`src/rtl/fas_pkg.sv`:
```
// Shared types and sizing for the FIR-to-FFT frame scheduler.
// Sample width, frame size, address width, counter width and FSM states.
package fas_pkg;
  localparam int DW = 16;
  localparam int N  = 16;
  localparam int AW = 4;
  localparam int CW = 8;

  typedef enum logic [1:0] {
    IDLE   = 2'd0,
    LAUNCH = 2'd1,
    RUN    = 2'd2
  } state_e;

  typedef logic signed [DW-1:0] sample_t;
endpackage

```
`src/rtl/frame_bank.sv`:
```
// Two-bank ping-pong sample store: one synchronous write port and one
// combinational read port. Cleared on reset so the read port never shows X.
module frame_bank
  import fas_pkg::*;
(
  input  logic          clk,
  input  logic          rst,
  input  logic          we_i,
  input  logic          wr_bank_i,
  input  logic [AW-1:0] wr_addr_i,
  input  sample_t       wr_data_i,
  input  logic          rd_bank_i,
  input  logic [AW-1:0] rd_addr_i,
  output sample_t       rd_data_o
);
  sample_t mem_q [2][N];

  always_ff @(posedge clk or posedge rst) begin
    if (rst) begin
      for (int b = 0; b < 2; b++) begin
        for (int a = 0; a < N; a++) begin
          mem_q[b][a] <= '0;
        end
      end
    end else if (we_i) begin
      mem_q[wr_bank_i][wr_addr_i] <= wr_data_i;
    end
  end

  assign rd_data_o = mem_q[rd_bank_i][rd_addr_i];
endmodule

```
`src/rtl/fft_frame_scheduler.sv`:
```
// Packs the FIR sample stream into 16-sample frames across two banks,
// launches the FFT engine on each full frame and releases banks on completion.
module fft_frame_scheduler
  import fas_pkg::*;
(
  input  logic          clk,
  input  logic          rst,
  input  logic          fir_valid,
  input  logic [DW-1:0] fir_d,
  input  logic          fft_ready,
  input  logic          fft_done,
  input  logic [AW-1:0] rd_addr,
  output logic [DW-1:0] rd_data,
  output logic          fft_start,
  output logic          fft_bank,
  output logic          busy,
  output logic [CW-1:0] frame_cnt,
  output logic          overrun
);
  state_e        state_q, state_d;
  logic [1:0]    full_q, full_d;
  logic          wr_bank_q, wr_bank_d;
  logic [AW-1:0] wr_ptr_q, wr_ptr_d;
  logic          rd_bank_q, rd_bank_d;
  logic          fft_bank_q, fft_bank_d;
  logic          start_q, start_d;
  logic [CW-1:0] cnt_q, cnt_d;
  logic          ovr_q, ovr_d;
  logic          accept;
  sample_t       bank_rd;

  // The full flag is sampled before this cycle's release, so a write into a
  // bank being freed on the same edge is still dropped.
  assign accept = fir_valid && !full_q[wr_bank_q];

  frame_bank u_bank (
    .clk       (clk),
    .rst       (rst),
    .we_i      (accept),
    .wr_bank_i (wr_bank_q),
    .wr_addr_i (wr_ptr_q),
    .wr_data_i (sample_t'(fir_d)),
    .rd_bank_i (fft_bank_q),
    .rd_addr_i (rd_addr),
    .rd_data_o (bank_rd)
  );

  always_comb begin
    state_d    = state_q;
    full_d     = full_q;
    wr_bank_d  = wr_bank_q;
    wr_ptr_d   = wr_ptr_q;
    rd_bank_d  = rd_bank_q;
    fft_bank_d = fft_bank_q;
    start_d    = 1'b0;
    cnt_d      = cnt_q;
    ovr_d      = ovr_q;

    if (fir_valid && full_q[wr_bank_q]) begin
      ovr_d = 1'b1;
    end

    if (accept) begin
      if (wr_ptr_q == AW'(N-1)) begin
        full_d[wr_bank_q] = 1'b1;
        wr_bank_d         = ~wr_bank_q;
        wr_ptr_d          = '0;
      end else begin
        wr_ptr_d = wr_ptr_q + 1'b1;
      end
    end

    // Fill and release never touch the same bank: fill needs it empty,
    // release needs it full.
    case (state_q)
      IDLE: begin
        if (full_q[rd_bank_q] && fft_ready) begin
          state_d = LAUNCH;
        end
      end
      LAUNCH: begin
        start_d    = 1'b1;
        fft_bank_d = rd_bank_q;
        state_d    = RUN;
      end
      RUN: begin
        if (fft_done) begin
          full_d[rd_bank_q] = 1'b0;
          rd_bank_d         = ~rd_bank_q;
          cnt_d             = cnt_q + 1'b1;
          state_d           = IDLE;
        end
      end
      default: state_d = IDLE;
    endcase
  end

  always_ff @(posedge clk or posedge rst) begin
    if (rst) begin
      state_q    <= IDLE;
      full_q     <= '0;
      wr_bank_q  <= 1'b0;
      wr_ptr_q   <= '0;
      rd_bank_q  <= 1'b0;
      fft_bank_q <= 1'b0;
      start_q    <= 1'b0;
      cnt_q      <= '0;
      ovr_q      <= 1'b0;
    end else begin
      state_q    <= state_d;
      full_q     <= full_d;
      wr_bank_q  <= wr_bank_d;
      wr_ptr_q   <= wr_ptr_d;
      rd_bank_q  <= rd_bank_d;
      fft_bank_q <= fft_bank_d;
      start_q    <= start_d;
      cnt_q      <= cnt_d;
      ovr_q      <= ovr_d;
    end
  end

  assign rd_data   = bank_rd;
  assign fft_start = start_q;
  assign fft_bank  = fft_bank_q;
  assign busy      = (state_q != IDLE);
  assign frame_cnt = cnt_q;
  assign overrun   = ovr_q;
endmodule

```
`config.mk`:
```
export PLATFORM = sky130hd
export DESIGN_NAME = fft_frame_scheduler
export DESIGN_NICKNAME = d
export VERILOG_FILES = /design/src/rtl/fas_pkg.sv /design/src/rtl/frame_bank.sv /design/src/rtl/fft_frame_scheduler.sv
export SDC_FILE = /design/constraint.sdc
export NUM_CORES = 1
export LEC_CHECK = 0
export ABC_AREA = 1
export BUFFER_PORTS_ARGS = -buffer_cell sky130_fd_sc_hd__buf_4
export CAP_MARGIN = 40
export CORE_MARGIN = 2
export CORE_UTILIZATION = 28
export CTS_BUF_LIST = sky130_fd_sc_hd__clkbuf_2 sky130_fd_sc_hd__clkbuf_4 sky130_fd_sc_hd__clkbuf_8
export DETAILED_ROUTE_END_ITERATION = 16
export GPL_TIMING_DRIVEN = 1
export PLACE_DENSITY = 0.41
export SLEW_MARGIN = 0
export SYNTH_ARGS = -nofsm -noshare
export SYNTH_HDL_FRONTEND = slang
export SYNTH_SLANG_ARGS = --single-unit
```
`constraint.sdc`:
```
create_clock -name clk -period 22.1 [get_ports clk]
set_clock_uncertainty 0.2 [all_clocks]
set_input_delay 2.21 -clock clk [delete_from_list [all_inputs] [get_ports clk]]
set_output_delay 2.21 -clock clk [all_outputs]
set_load 0.005 [all_outputs]
```
## Word-level counts from Yosys, hierarchy flattened

Index checks and enable logic that the tools add are counted.

| storage, ports and cells | value |
|---|---|
| latch bits | 0 |
| logic and storage cells | 108 |
| flip-flop bits (word level) | 533 |
| output and inout port bits | 28 |
| memories kept | 0 |
| memory bits (writable) | 0 |
| memory bits (read-only) | 0 |

| operators by class | value |
|---|---|
| equality and inequality tests | 5 |
| shift operators | 0 |
| divide/modulo/power cells | 0 |
| bitwise logic cells | 9 |
| mux-type cells | 28 |
| reduce and logical (&&, ||, !) cells | 13 |
| multipliers | 0 |
| add/subtract/negate cells | 2 |
| $lt $le $gt $ge | 10 |

Operator list:

| operator | number |
|---|---|
| $mux W256 | 4 |
| $bwmux W512 | 1 |
| $demux W256 S1 | 1 |
| $bmux W16 S4 | 1 |
| $demux W16 S4 | 1 |
| $mux W16 | 3 |
| $mux W2 | 6 |
| $ge A5 B5 Y1 const B | 2 |
| $not A4 Y5 | 2 |
| $add A8 B1 Y8 const B | 1 |
| $logic_and A1 B1 Y1 | 7 |
| $mux W1 | 7 |
| $pmux W2 S3 | 1 |
| $reduce_and A2 Y1 | 3 |
| $lt A5 B1 Y1 const B | 1 |
| $add A4 B1 Y4 const B | 1 |
| $eq A4 B4 Y1 const B | 1 |
| $ge A2 B2 Y1 const B | 2 |
| $lt A1 B2 Y1 const B | 2 |
| $mux W4 | 1 |
| $ne A2 B2 Y1 const B | 2 |
| $not A1 Y2 | 2 |
| $and A2 B2 Y2 | 1 |
| $demux W1 S1 | 2 |
| 10 further kinds | 12 |

## Longest topological paths before layout

| logic depth | value |
|---|---|
| depth after elaboration | 10 |
| depth in mapped cells | 12 |
| gate-level depth less buffers | 9 |

## Hierarchy

Synthesis repeated with hierarchy kept, for this count alone.

| unflattened totals | value |
|---|---|
| cells, all modules | 3091 |
| area, all modules | 24445.9 um^2 |

Modules (own cells, without submodules):

| module | sequential area each (um^2) | times used | area each (um^2) | cells an instance |
|---|---|---|---|---|
| frame_bank | 12812.3 | 1 | 23440.0 | 2979 |
| fft_frame_scheduler | 525.5 | 1 | 1006.0 | 112 |

## Worst setup path before layout

Ideal clock, no wire load.

| timing | value |
|---|---|
| kind | input -> output |
| start point | input port rd_addr[0] |
| end point | output port rd_data[11] |
| cell stages on the path | 10 |
| arrival time | 3.240 ns |
| buffers on the path | 2 |
| slack | 16.450 ns |
| required time | 19.690 ns |
| cells stage by stage | inv_1 clkbuf_1 buf_1 nand3_1 nand3_1 nand2_1 nand2_1 nand2_1 nand2_1 nand2_1 |

| on the way | value |
|---|---|
| cells in the longest elaborated chain, start to end | 4 |

RTL lines:

| element | line | RTL |
|---|---|---|
| start, declared | fft_frame_scheduler.sv:12 | `input logic [AW-1:0] rd_addr,` |
| $not A4 Y5 (not written as such) | frame_bank.sv:30 | `assign rd_data_o = mem_q[rd_bank_i][rd_addr_i];` |
| $bmux W16 S4 | frame_bank.sv:30 |  |
| $mux W16 (not written as such) (2 in a row) | frame_bank.sv:30 |  |
| end, declared | fft_frame_scheduler.sv:13 | `output logic [DW-1:0] rd_data,` |

Every way passes these cells. The select of a mux whose other input is x is not followed.

## Worst setup path in the final report

| timing | value |
|---|---|
| start point | input port rd_addr[0] |
| end point | output port rd_data[4] |

Same word-level chain as after synthesis.

==> metrics.yaml <==
routing:
  drtAntennaViolNets: 0
  routed_via_density: 4.87
  wirelength_mm: 89.3
  drtIter0Drc: 1654
  vias: 20900
  dr.pass1.iters: 5
  drcViolationCount: 0
  routedWlPerCell_um: 20.8
critical_path:
  crit_chain: "buf_4 > buf_4 > nand3_1 > nand3_1 > nand2_1 > nand2_1 > nand2_1 > nand2_1 > nand2_1 > buf_4"
  cp_data_arrival_time_ps: 4560
  critical_path.max_stage_delay_ps: 670
  worstPathMaxFanout: 51
  r2r-end: "u_bank.mem_q[224]$_DFFE_PP0P_"
  startpoint: "rd_addr[0]"
  worstSetupEndpoint: "rd_data[4]"
  worstSetupStartpointType: "input pin"
  worst_setup_path_end_kind: "primary output"
  critPathBufInv: 3
  cpMostUsedCell: "nand2_1"
  crit_cells: 10
  critPathTopFamily: "buffers and inverters"
  rr_startpoint: "wr_bank_q$_DFFE_PP0P_"
  crit_required_ps: 19690
  path_class: "in2out"
  r2r_setup_slack_ps: 19160
  crit_slowest_cell: "buf_4"
  r2r_cells: 9
grt:
  antenna_found_initial: 1
  grt_pass1_wl_mm: 136
  grt_max_degree: 153
  overflow: 0
  grt_pass1_vias: 20900
  grt_usage: 0.200
cells_and_area:
  fin_nets: 3103
  final_common_cell: "nand2_1"
  syn2layout_area_growth_pct: 14.8
  drive_above_1_share: 0.104
  seqCellArea_mm2: 0.0133
  n_fill_cell: 9199
  multi_input_area_mm2: 0.00983
  final_util: 0.325
  layout_common_cells: "nand2_1 (883), dfrtp_1 (532), nand3_1 (398), nor2_1 (379), a21oi_1 (371)"
die:
  start_util: 0.283
  die_height_um: 300
  core_mm2: 0.0869
  rows: 108
  chipWidth_um: 300
  design.die.area_mm2: 0.0901
  io_pins: 53
status:
  status: "finished, final reports clean"
cts:
  ctsHoldBuffers: 0
  cts_max_level: 3
  clock-sinks: 533
  cts_resized: 0
  clk_pin_slew_worst_paths_ps: 60
  clockBufferDepth: 3
  cts-buffers-inserted: 100
  clk_latency_ps: 750
  cts_tree: "built"
  ctsRootBufferMaster: "clkbuf_8"
  postCtsSetupBuffers: 0
sta:
  setup_violations: 0
  fin_crit_sh: 0.315
  fmaxAchievable_ghz: 0.143
  min_period_ps: 6970
  setup_slack_ps: 15130
  rsz0062_at_grt: "no"
  slew_violations: 0
  relSlewSlack: 0.294
  finalSetupTns_ps: 0
  tightestPinTransition_ps: 1060
  hold_viol: 0
synth:
  syn-instance-count: 3113
  async_flop_share: 1.00
  synth-edff-count: 0
  synth_nets: 3143
  synth_flop_cell: "dfrtp_1"
  avgSynthCellArea_um2: 7.89
  synth_warnings: 0
  ys_seq_area_frac: 0.543
  ys_seq_elements: 533
  synth.distinct_cells: 28
  synth_area_mm2: 0.0246
placement:
  gp_congestion: 0.797
  portBuffers: 52
  dp_hpwl_mm: 55.0
  place_ws_ps: 15090
power_and_ir_drop:
  comb_power_share: 0.317
  vdd_drop_max_mv: 0.0677
  p_per_area_mw_per_mm2: 139
  p_switching_mw: 1.50
  p_clk_frac: 0.258
  p_leak_nw: 13.2
  seq_power_share: 0.425
  p_sw_frac: 0.382
  p_int_mw: 2.43
  fin_total_pwr_mw: 3.93
job:
  maxCapViolations: 0
min_path:
  hold_class: "reg2reg"
[through the flow]
| step | cells | instance area, um2 | hold slack (ps) |
|---|---|---|---|
| 2_1_floorplan | 3113 | 24600 | 251 |
| 3_3_place_gp | 4109 | 25700 | 263 |
| 3_5_place_dp | 4126 | 26100 | 264 |
| 4_1_cts | 4297 | 28200 | 286 |
| 5_1_grt | 4299 | 28200 | 300 |
| 6_report | 4299 | 28200 | 280 |
[area by class of cell]
cell class,count,share of cell area
flip-flops and latches,533,0.473
multi-input cells,2235,0.348
clock buffers,158,0.0695
well taps,1155,0.0512
repair buffers,115,0.0411
inverters,88,0.0123
clock inverters,13,0.00430
diodes,2,0.000177
[worst register-to-register path: stages (launching register included)]
cell,delay [ps]
dfrtp_1,500
inv_1,70
nand2_1,90
nand3_2,150
inv_2,160
nand2_2,430
nor2_2,720
buf_4,380
nor2_1,70
a21oi_1,120
[layer usage]
metal / GRT usage / routed length [um]
met5: 0 / 0
met4: 0.0726 / 3010
met3: 0.0257 / 3570
met2: 0.327 / 42000
met1: 0.271 / 40800
[how the worst min path moves through the flow]
stage / from / to / slack (ps) / cells after the start
floorplan: overrun$_DFFE_PP0P_ / overrun$_DFFE_PP0P_ / 250 / 1
global placement: overrun$_DFFE_PP0P_ / overrun$_DFFE_PP0P_ / 260 / 1
detailed placement: overrun$_DFFE_PP0P_ / overrun$_DFFE_PP0P_ / 260 / 1
CTS: overrun$_DFFE_PP0P_ / overrun$_DFFE_PP0P_ / 290 / 1
global route: u_bank.mem_q[453]$_DFFE_PP0P_ / u_bank.mem_q[453]$_DFFE_PP0P_ / 300 / 2
finish: overrun$_DFFE_PP0P_ / overrun$_DFFE_PP0P_ / 280 / 1
[kinds of logic after synthesis]
| group | count (synthesis) | share of synthesized area |
|---|---|---|
| AOI/OAI and AO/OA | 522 | 0.107 |
| buffers and inverters | 345 | 0.0588 |
| adders and majority gates | 5 | 0.00255 |
| DFF | 533 | 0.543 |
| and+or+nand+nor | 1701 | 0.287 |
| xor gates and xnor gates | 7 | 0.00250 |
[power groups by stage]
| stage | clock, mW | combinational (mW) | sequential [mW] |
|---|---|---|---|
| global route | 1.09 | 1.43 | 1.72 |
| floorplan | 0 | 0.897 | 1.60 |
| global placement | 0 | 1.23 | 1.67 |
| CTS | 1.04 | 1.27 | 1.67 |
| finish | 1.01 | 1.25 | 1.67 |
| detailed placement | 0 | 1.27 | 1.68 |
[state kept, by name (all words and copies together) (netlist names)]
signal        flops
frame_cnt         8
fft_start         1
fft_bank          1
rd_bank_q         1
wr_ptr_q          4
full_q            2
overrun           1
state_q           2
u_bank.mem_q    512
wr_bank_q         1
[synthesized netlist by cell type (3+ instances only)]
library cell | number | area (um2)
inv_1 | 84 | 315
clkbuf_1 | 166 | 623
xor2_1 | 4 | 35.0
nor2_1 | 382 | 1430
nand4_1 | 8 | 50.1
buf_1 | 18 | 67.6
xnor2_1 | 3 | 26.3
a21oi_1 | 371 | 1860
nand2_1 | 883 | 3310
buf_2 | 51 | 255
ha_1 | 5 | 62.6
buf_4 | 21 | 158
o21ai_0 | 149 | 746
nor2_4 | 10 | 113
nor2_2 | 11 | 68.8
inv_2 | 3 | 11.3
dfrtp_1 | 533 | 13300
nand3_1 | 398 | 1990
nor3_2 | 3 | 30.0
Note: power is estimated with default switching activity, not from simulation.
